## src/rtl/range_scaler.sv

```systemverilog
// Linear range scaler: clamp, multiply by the new span, then divide by the old span
// with a bit-serial restoring divider. Define RANGE_SCALER_ROUND_EN for round-to-nearest.
module range_scaler #(
    parameter int unsigned g_IN_WIDTH  = 8,
    parameter int unsigned g_OUT_WIDTH = 4,
    parameter int unsigned g_OLD_MIN   = 10,
    parameter int unsigned g_OLD_MAX   = 100,
    parameter int unsigned g_NEW_MIN   = 0,
    parameter int unsigned g_NEW_MAX   = 15
) (
    input  logic                   i_Clk,
    input  logic                   i_Rst,
    input  logic                   i_Valid,
    output logic                   o_Ready,
    input  logic [g_IN_WIDTH-1:0]  i_Data,
    output logic                   o_Valid,
    input  logic                   i_Ready,
    output logic [g_OUT_WIDTH-1:0] o_Data,
    output logic                   o_Clamped
);

    localparam int unsigned P  = g_IN_WIDTH + g_OUT_WIDTH;
    localparam int unsigned CW = $clog2(P + 1);

    localparam logic [g_IN_WIDTH-1:0]  OLD_MIN_W = g_IN_WIDTH'(g_OLD_MIN);
    localparam logic [g_IN_WIDTH-1:0]  OLD_MAX_W = g_IN_WIDTH'(g_OLD_MAX);
    localparam logic [g_OUT_WIDTH-1:0] NEW_MIN_N = g_OUT_WIDTH'(g_NEW_MIN);
    localparam logic [P-1:0]           NR_P      = P'(g_NEW_MAX - g_NEW_MIN);
    localparam logic [P:0]             OR_E      = (P + 1)'(g_OLD_MAX - g_OLD_MIN);
`ifdef RANGE_SCALER_ROUND_EN
    localparam logic [P-1:0]           HALF_P    = P'((g_OLD_MAX - g_OLD_MIN) / 2);
`endif

    localparam logic [1:0] StIdle = 2'd0;
    localparam logic [1:0] StMul  = 2'd1;
    localparam logic [1:0] StDiv  = 2'd2;
    localparam logic [1:0] StDone = 2'd3;

    logic [1:0]             state_q, state_d;
    logic [g_IN_WIDTH-1:0]  x_q, x_d;
    logic                   clamp_q, clamp_d;
    logic [P-1:0]           num_q, num_d;
    logic [P-1:0]           rem_q, rem_d;
    logic [CW-1:0]          cnt_q, cnt_d;
    logic [g_OUT_WIDTH-1:0] data_q, data_d;
    logic                   valid_q, valid_d;
    logic                   clamped_q, clamped_d;

    logic [g_IN_WIDTH-1:0]  diff;
    logic [P:0]             rem_ext;

    assign diff    = x_q - OLD_MIN_W;
    // Remainder shifted left with the next numerator bit; one extra bit avoids overflow.
    assign rem_ext = {rem_q, num_q[P-1]};

    always_comb begin
        state_d   = state_q;
        x_d       = x_q;
        clamp_d   = clamp_q;
        num_d     = num_q;
        rem_d     = rem_q;
        cnt_d     = cnt_q;
        data_d    = data_q;
        valid_d   = valid_q;
        clamped_d = clamped_q;
        unique case (state_q)
            StIdle: begin
                if (i_Valid) begin
                    if (i_Data < OLD_MIN_W) begin
                        x_d     = OLD_MIN_W;
                        clamp_d = 1'b1;
                    end else if (i_Data > OLD_MAX_W) begin
                        x_d     = OLD_MAX_W;
                        clamp_d = 1'b1;
                    end else begin
                        x_d     = i_Data;
                        clamp_d = 1'b0;
                    end
                    state_d = StMul;
                end
            end
            StMul: begin
`ifdef RANGE_SCALER_ROUND_EN
                num_d = P'(diff) * NR_P + HALF_P;
`else
                num_d = P'(diff) * NR_P;
`endif
                rem_d   = '0;
                cnt_d   = CW'(P);
                state_d = StDiv;
            end
            StDiv: begin
                if (cnt_q == '0) begin
                    data_d    = num_q[g_OUT_WIDTH-1:0] + NEW_MIN_N;
                    valid_d   = 1'b1;
                    clamped_d = clamp_q;
                    state_d   = StDone;
                end else begin
                    // Quotient bits shift into num_q as numerator bits shift out.
                    if (rem_ext >= OR_E) begin
                        rem_d = P'(rem_ext - OR_E);
                        num_d = {num_q[P-2:0], 1'b1};
                    end else begin
                        rem_d = rem_ext[P-1:0];
                        num_d = {num_q[P-2:0], 1'b0};
                    end
                    cnt_d = cnt_q - CW'(1);
                end
            end
            StDone: begin
                if (i_Ready) begin
                    valid_d = 1'b0;
                    state_d = StIdle;
                end
            end
            default: state_d = StIdle;
        endcase
    end

    always_ff @(posedge i_Clk) begin
        if (i_Rst) begin
            state_q   <= StIdle;
            x_q       <= '0;
            clamp_q   <= 1'b0;
            num_q     <= '0;
            rem_q     <= '0;
            cnt_q     <= '0;
            data_q    <= '0;
            valid_q   <= 1'b0;
            clamped_q <= 1'b0;
        end else begin
            state_q   <= state_d;
            x_q       <= x_d;
            clamp_q   <= clamp_d;
            num_q     <= num_d;
            rem_q     <= rem_d;
            cnt_q     <= cnt_d;
            data_q    <= data_d;
            valid_q   <= valid_d;
            clamped_q <= clamped_d;
        end
    end

    assign o_Ready   = (state_q == StIdle) && !i_Rst;
    assign o_Valid   = valid_q;
    assign o_Data    = data_q;
    assign o_Clamped = clamped_q;

endmodule

```

## config.mk

```make
export PLATFORM = sky130hd
export DESIGN_NAME = range_scaler
export DESIGN_NICKNAME = d
export VERILOG_FILES = /design/src/rtl/range_scaler.sv
export SDC_FILE = /design/constraint.sdc
export NUM_CORES = 1
export LEC_CHECK = 0
export BUFFER_PORTS_ARGS = -buffer_cell sky130_fd_sc_hd__buf_2
export CORE_MARGIN = 4
export CORE_UTILIZATION = 50
export CTS_CLUSTER_SIZE = 12
export DETAILED_ROUTE_END_ITERATION = 12
export PLACE_DENSITY = 0.68
export SLEW_MARGIN = 20
export SYNTH_ARGS = -nofsm -noshare
export SYNTH_HDL_FRONTEND = slang
export SYNTH_SLANG_ARGS = --single-unit
```

## constraint.sdc

```tcl
create_clock -name i_Clk -period 4.55 [get_ports i_Clk]
set_input_delay 0.6825 -clock i_Clk [delete_from_list [all_inputs] [get_ports i_Clk]]
set_output_delay 0.6825 -clock i_Clk [all_outputs]
set_load 0.1 [all_outputs]
```

== After elaboration in Yosys (flattened, before gate mapping) ==
Cells that the tools add are included.

* Register bits: 45
* Output and inout port bits: 7
* Word-level logic and storage cells: 53

* $add $sub $neg: 3
* Multiply operators: 1
* Magnitude comparators: 3
* Equal/unequal tests: 7
* Mux-type cells: 19
* Reductions and logical operators: 11

{| class="wikitable"
|+ Operators with widths
! kind !! number
|-
| case mux 12 bit (2 select lines) || 2
|-
| 2-to-1 mux 12 bit || 3
|-
| 2-to-1 mux 8 bit || 2
|-
| greater-or-equal comparator 13 x 7 -> 1 bit (second input constant) || 1
|-
| multiplier 8 x 4 -> 12 bit (second input constant) || 1
|-
| subtractor 12 x 7 -> 12 bit (second input constant) || 1
|-
| > comparator 8 x 7 -> 1 bit (second input constant) || 1
|-
| < comparator 8 x 4 -> 1 bit (second input constant) || 1
|-
| != test 2 bit (second input constant) || 4
|-
| case mux 2 bit (4 select lines) || 1
|-
| case mux 4 bit (2 select lines) || 1
|-
| subtractor 8 x 4 -> 8 bit (second input constant) || 1
|-
| 2-to-1 mux 2 bit || 3
|-
| AND reduction 2 bit || 3
|-
| AND reduction 3 bit || 2
|-
| 2-to-1 mux 1 bit || 5
|-
| == test 2 bit (second input constant) || 2
|-
| logical NOT 4 bit || 1
|-
| 2-to-1 mux 4 bit || 1
|-
| nonzero test 2 bit || 2
|-
| subtractor 4 x 1 -> 4 bit (second input constant) || 1
|-
| == test 2 x 1 -> 1 bit (second input constant) || 1
|-
| logical NOT 2 bit || 1
|-
| case mux 1 bit (2 select lines) || 1
|-
| other kinds (2) || 2
|}

== Depth between registers and ports, before layout ==
Gate-level depths: netlist (run 1).

* Word-level depth: 4
* Mapped depth: 16

== Least setup slack after synthesis (run 1) ==
No wires, ideal clock.

* Kind: reg-to-reg
* From: register x_q[1]
* To: register num_q[7]
* Data arrival time: 3.484 ns
* Path slack: 0.980 ns
* Stages on the path, launching flop included: 17
* Clock period less this slack: 3.570 ns
* Path through: dfxtp_1 > inv_1 > ha_1 > nor2b_1 > nor2_1 > xnor2_1 > inv_1 > ha_1 > inv_1 > fa_1 > inv_1 > ha_1 > and3_1 > a221oi_1 > xnor2_1 > o21ai_0 > a211oi_1

* Longest elaborated chain between the ends: 3

{| class="wikitable"
|+ RTL lines
! element !! RTL line !! source
|-
| start, declared || 40 || <nowiki>logic [g_IN_WIDTH-1:0] x_q, x_d;</nowiki>
|-
| start signal, assigned || 123 || <nowiki>x_q <= '0;</nowiki>
|-
| start signal, assigned || 133 || <nowiki>x_q <= x_d;</nowiki>
|-
| subtractor 8 x 4 -> 8 bit || 52 || <nowiki>assign diff = x_q - OLD_MIN_W;</nowiki>
|-
| multiplier 8 x 4 -> 12 bit || 86 || <nowiki>num_d = P'(diff) * NR_P;</nowiki>
|-
| case mux 12 bit (2 select lines) || 66 || <nowiki>unique case (state_q)</nowiki>
|-
| end signal, assigned || 135 || <nowiki>num_q <= num_d;</nowiki>
|-
| end, declared || 42 || <nowiki>logic [P-1:0] num_q, num_d;</nowiki>
|}

No other way between the ends.
A chain may end at the register's enable or synchronous reset.

== Worst setup path after layout (run 1) ==
Same ends and word-level chain as after synthesis.

==> key figures, run 1 <==
Worst setup path
  – Critical path data arrival time: 4100 ps
  – CP top delay family: adder cells
  – Setup crit end kind: register
  – Most frequent CP cell: inv_1
  – WP buf/inv: 4
  – CP max FO: 6
  – Crit path required time: 4760 ps
  – Worst path slowest cell: xnor2_1
  – Critical Path Max Stage Delay: 560 ps
  – Startpoint Class: register
  – CP Cell Sequence: inv_1, ha_1, nor2b_1, nor2_1, xnor2_1, inv_1, ha_1, inv_1, fa_1, inv_1, ha_1, and3_1, a221oi_1, xnor2_1, o21ai_0, a211oi_1
  – Critical path class: reg2reg

GRT
  – Grt total ovfl: 0
  – First-pass GRT wire length: 10.95 mm
  – Largest net degree at the start of global routing: 36
  – Initial antenna violation count: 0
  – Vias in the first global route: 2502
  – All-layer global routing usage: 18.07%

Floorplan
  – Die Wd: 85.64 microns
  – Initial cell density of the core: 51.21%
  – Die height: 85.64 microns
  – FP Rows: 28
  – I/O Pins: 19
  – Die area: 7334 sq um
  – Core Region: 5886 sq um

STA
  – Final Cycle Share: 85.51%
  – Worst-margin pin slew: 894.6 ps
  – Unrepaired setup endpoints after global routing: false
  – Setup tns final: 0 ps
  – Clock Skews: 10.29 ps
  – Slew HR: 40.36%
  – Fin crit period: 3891 ps
  – Final setup viols: 0
  – Slew Viols, Final: 0
  – Fmax: 257.0 MHz
  – Final Hold Violating Endpoints: 0

Yosys
  – Synth cell count leaders: 45 x dfxtp_1, 36 x nand2_1, 32 x inv_1
  – Post-synthesis sequential area ratio: 29.89%
  – Syn Inst Count: 361
  – Synth cell types: 57
  – Post-synth EDFFs: 0
  – Synth top area cells: dfxtp_1 30%, ha_1 11%, fa_1 5.3%
  – Ys async rst share: 0%
  – Post-Syn Area: 3014 sq um
  – Top cell type by total area after synthesis: dfxtp_1
  – Synth Area per Inst: 8.349 sq um
  – Synth top area share: 29.89%
  – #FFs+latches synth: 45
  – Synth warnings: 0
  – Post-Syn Nets: 407
  – Cell with the most instances after synthesis: dfxtp_1
  – Ys flop type: dfxtp_1

Placed design
  – Placed inst area: 3152 sq um
  – RePlAce Congestion: 0.7778
  – HPWL Detailed: 4.678 mm
  – PortBufs: 18

Clock network
  – CTS Hold Bufs: 0
  – Root buffer cell: clkbuf_8
  – CTS Buffer Depth: 2
  – Num CTS Buffers: 5
  – Post_cts resized: 0
  – CTS sink cnt: 45
  – CTS tree: done
  – Clock slew at reported path FFs: 90 ps
  – Clock Latency Late Sink: 300 ps
  – H-Tree Depth: 2
  – Post-CTS Setup Inserts: 0

Cells and area
  – Reg area: 900.9 sq um
  – Layout net count: 422
  – Finished Cell Area: 3263 sq um
  – Area grow syn2layout: 8.261%
  – Post-layout utilization of the core: 55.44%
  – Area of the multi-input gates: 1932 sq um
  – Share of cells above drive strength 1: 8.488%
  – Fillers: 567
  – Ant diodes: 0

Flow run
  – Number of max-cap violations: 0

Detailed routing
  – ANT nets after route: 0
  – First-pass DRT Iterations: 4
  – Avg WL per Cell: 13.56 microns
  – DRC viols: 0
  – DRT iter0 DRCs: 53
  – Via count: 2546
  – Routed wire length: 6.131 mm
  – Avg Vias per Cell: 5.633

Run status
  – Status: completed

Worst hold path
  – Min-Delay Path Class: reg2reg
## logic make-up (layout without fill, tap and decap cells)
group	Yosys count	after routing	synth area share [%]
compound gates	104	104	22.71
xor+xnor	22	22	6.393
fa+ha+maj	34	34	16.11
buf+inv	44	60	6.019
flops	45	45	29.89
mux	5	5	1.661
simple gates	107	107	17.23
## metal layers
metal	wire length, microns	GRT usage [%]	vias to the layer above	part of all wire, %
met5	0	0	-	0
met1	2982	23.18	1194	49
li1	-	-	1310	-
met3	177	3.266	7	2.9
met4	66	4.317	0	1.1
met2	2905	31.50	35	47
## layout make-up
class	count	area share, %
flip-flops and latches	45	27.61
clock inverters	2	1.189
multi-input cells	272	59.20
well taps	75	2.876
clock buffers	6	2.224
inverters	32	3.681
repair buffers	20	3.221
## worst paths after layout
check	startpoint	endpoint	slack, ps	depth (start not counted)
max	x_q[1]	num_q[7]	660	16
min	o_Data[1]	o_Data[1]	460	2
max reg2reg	x_q[1]	num_q[7]	660	16
min reg2reg	o_Data[1]	o_Data[1]	460	2
## cells in the final DEF (no fill, tap or decap), types with 3 or more instances in the layout
cell / netlist / final
dfxtp_1: 45 / 45
nand2_1: 36 / 36
inv_1: 32 / 32
a21oi_1: 31 / 31
nor2_1: 29 / 29
ha_1: 26 / 26
o21ai_0: 21 / 21
buf_2: 1 / 18
xnor2_1: 15 / 15
nor3_1: 10 / 10
fa_1: 8 / 8
xor2_1: 7 / 7
a211oi_1: 7 / 7
mux2i_1: 5 / 5
a21o_1: 5 / 5
nand3_1: 5 / 5
clkbuf_8: 0 / 5
nor2b_1: 4 / 4
o21ai_1: 4 / 4
a32oi_1: 4 / 4
o21bai_1: 3 / 3
a221oi_1: 3 / 3
nor4_1: 3 / 3
a22oi_1: 3 / 3
or3_1: 3 / 3
o221ai_1: 3 / 3
o41ai_1: 3 / 3
## worst reg2reg max path, delay by kind of cell (launching register included)
kind                     cells  cell delay [ps]
XOR/XNOR                     2              740
buffers and inverters        4              290
AND/OR/NAND/NOR              3              380
AO/OA/AOI/OAI                3              650
adder cells (fa/ha/maj)      4             1390
flip-flops                   1              360
## stage by stage
stage               setup slack, ps  std cells  hold slack [ps]
floorplan                     980.5        361            428.8
global placement              798.6        444            441.5
detailed placement            653.2        444            444.8
CTS                           639.9        452            456.0
global route                  327.2        452            488.0
finish                        659.2        452            455.8
## flip-flops by register name, summed over array words and instances (netlist names)
| register | cells |
|---|---|
| clamp_q | 1 |
| cnt_q | 4 |
| num_q | 12 |
| o_Clamped | 1 |
| o_Data | 4 |
| o_Valid | 1 |
| rem_q | 12 |
| state_q | 2 |
| x_q | 8 |
Power of run 1 is not shown: default switching activity piles up to over one toggle a cycle in this logic, so the estimate is an artifact.
==> run 2: changes to the inputs <==
--- a/config.mk
+++ b/config.mk
@@ -10,7 +10,7 @@
 export CORE_UTILIZATION = 50
 export CTS_CLUSTER_SIZE = 12
 export DETAILED_ROUTE_END_ITERATION = 12
-export PLACE_DENSITY = 0.68
+export PLACE_DENSITY = 0.7
 export SLEW_MARGIN = 20
 export SYNTH_ARGS = -nofsm -noshare
 export SYNTH_HDL_FRONTEND = slang
==> constraint.sdc (replaced) <==
create_clock -name i_Clk -period 3.2 [get_ports i_Clk]
set_input_delay 0.48 -clock i_Clk [delete_from_list [all_inputs] [get_ports i_Clk]]
set_output_delay 0.48 -clock i_Clk [all_outputs]
set_load 0.1 [all_outputs]
==> key figures, run 2 (same netlist as run 1, synthesis figures left out) <==
Run status
  – Status: completed (unchanged)

Worst setup path
  – R2R Path Start: x_q[1] (unchanged)
  – CP max FO: 4 (was 6)
  – Startpoint Class: register (unchanged)
  – Cells on worst reg2reg path: 14 (was 16)
  – Crit path launch: x_q[1] (unchanged)
  – Critical path data arrival time: 3390 ps (was 4100 ps)
  – Reg2reg setup slack: 40 ps (was 660 ps)
  – Critical path class: reg2reg (unchanged)
  – Crit path required time: 3430 ps (was 4760 ps)
  – Setup crit end kind: register (unchanged)

GRT
  – Largest net degree at the start of global routing: 36 (unchanged)
  – GR Util met2: 35.73% (was 31.50%)
  – Initial antenna violation count: 0 (unchanged)
  – First-pass GRT wire length: 11.90 mm (was 10.95 mm)
  – Vias in the first global route: 2699 (was 2502)
  – Grt peak-use layer: met2 (unchanged)
  – Grt total ovfl: 0 (unchanged)
  – GR met3 Demand/Resource: 3.842% (was 3.266%)
  – Grt met1 use: 24.28% (was 23.18%)
  – All-layer global routing usage: 19.99% (was 18.07%)

STA
  – Slew Viols, Final: 0 (unchanged)
  – Fin crit period: 3162 ps (was 3891 ps)
  – Unrepaired setup endpoints after global routing: true (was false)
  – Setup tns final: 0 ps (unchanged)
  – Worst-margin pin slew: 852.1 ps (was 894.6 ps)
  – Final Hold Violating Endpoints: 0 (unchanged)
  – Clock Skews: 8.128 ps (was 10.29 ps)
  – Fmax: 316.2 MHz (was 257.0 MHz)
  – Final Cycle Share: 98.82% (was 85.51%)
  – Final setup viols: 0 (unchanged)
  – Slew HR: 42.85% (was 40.36%)
  – Final WS setup: 37.76 ps (was 659.2 ps)

Detailed routing
  – DRT iter0 DRCs: 120 (was 53)
  – Avg WL per Cell: 14.91 microns (was 13.56 microns)
  – Avg Vias per Cell: 5.605 (was 5.633)
  – Via count: 2668 (was 2546)
  – DRC viols: 0 (unchanged)
  – First-pass DRT Iterations: 4 (unchanged)
  – ANT nets after route: 0 (unchanged)
  – Routed wire length: 7.098 mm (was 6.131 mm)

Cells and area
  – Area of the multi-input gates: 2202 sq um (was 1932 sq um)
  – Post-layout utilization of the core: 63.16% (was 55.44%)
  – Commonest non-fill, non-tap cell in the layout: dfxtp_1 (unchanged)
  – Most frequent cells in the layout: 42 x dfxtp_1, 36 x nand2_1, 29 x a21oi_1 (was 45 x dfxtp_1, 36 x nand2_1, 32 x inv_1)
  – Final Non-Filler Cells: 476 (was 452)
  – Area grow syn2layout: 23.33% (was 8.261%)
  – Share of cells above drive strength 1: 24.19% (was 8.488%)
  – Reg area: 904.6 sq um (was 900.9 sq um)
  – Layout net count: 446 (was 422)
  – Top Registers: num_q (12), rem_q (12), x_q (8) (unchanged)
  – Ant diodes: 0 (unchanged)
  – Fillers: 509 (was 567)

Clock network
  – H-Tree Depth: 2 (unchanged)
  – CTS tree: done (unchanged)
  – CTS sink cnt: 45 (unchanged)
  – Clock Latency Late Sink: 300 ps (about the same)
  – Root buffer cell: clkbuf_8 (unchanged)
  – Clock slew at reported path FFs: 90 ps (about the same)
  – Num CTS Buffers: 5 (unchanged)
  – CTS Buffer Depth: 2 (unchanged)

Floorplan
  – Core Region: 5886 sq um (unchanged)
  – FP Rows: 28 (unchanged)
  – Die height: 85.64 microns (unchanged)
  – Die Wd: 85.64 microns (unchanged)
  – Initial cell density of the core: 51.21% (unchanged)
  – I/O Pins: 19 (unchanged)
  – Die area: 7334 sq um (unchanged)

Placed design
  – RePlAce Congestion: 0.7744 (was 0.7778)
  – Pre-CTS setup slack: -93.34 ps (was 653.2 ps)
  – HPWL Detailed: 5.023 mm (was 4.678 mm)
  – Dpl cells: 465 (was 444)
  – PortBufs: 18 (unchanged)

Worst hold path
  – Min-Delay Path Class: in2reg (was reg2reg)
  – Hold path start: i_Data[0] (was o_Data[1])
  – WHS Path Cells: 3 (was 2)

Flow run
  – Number of max-cap violations: 0 (unchanged)
==> run 2: cell count changes in the layout (fill, tap and decap cells not counted), sizes merged <==
cell,previous run,this run
buf,20,44
==> run 2: worst paths after layout <==
path,endpoint
setup / recovery,num_q[7]
hold / removal,x_q[0]
setup reg to reg,num_q[7]
hold reg to reg,o_Clamped
==> run 2: routing by layer <==
layer  up-vias  wire length (microns)
met4         0                     89
met1      1260                   3160
met3         7                    189
li1       1365                      -
met2        36                   3659
met5         -                      0
==> run 2: layout make-up <==
type | count | share of cell area, %
inverters | 32 | 3.231
flip-flops and latches | 45 | 24.34
well taps | 75 | 2.524
clock inverters | 2 | 1.043
clock buffers | 6 | 1.952
repair buffers | 44 | 7.674
multi-input cells | 272 | 59.24
==> run 2: repair_timing <==
item | in CTS | in global routing
pin swaps | 8 | 21
resized for setup | 11 | 27
hold buffers | 0 | 0
cloned | 0 | 0
endpoints found under the setup margin | 3 | 6
buffers inserted | 2 | 1
==> run 2: critical path, cell delays in order (launching register included) <==
cell      delay (ps)
dfxtp_2          360
inv_2             60
buf_4            140
ha_1             300
nor2b_1          200
nor2_1            90
fa_1             490
inv_1             50
ha_1             330
buf_4            170
and3_4           180
a221oi_4         260
xnor2_2          180
o21ai_2           90
a211oi_2         200
==> run 2: through the flow <==
| step | instance area, sq um | hold slack [ps] |
|---|---|---|
| after global placement | 3377 | 442.2 |
| after detailed placement | 3377 | 446.2 |
| after CTS | 3553 | 452.9 |
| after floorplan | 3082 | 428.8 |
| final | 3717 | 454.1 |
| after global routing | 3717 | 465.3 |
Power of run 2 is left out for the same reason.
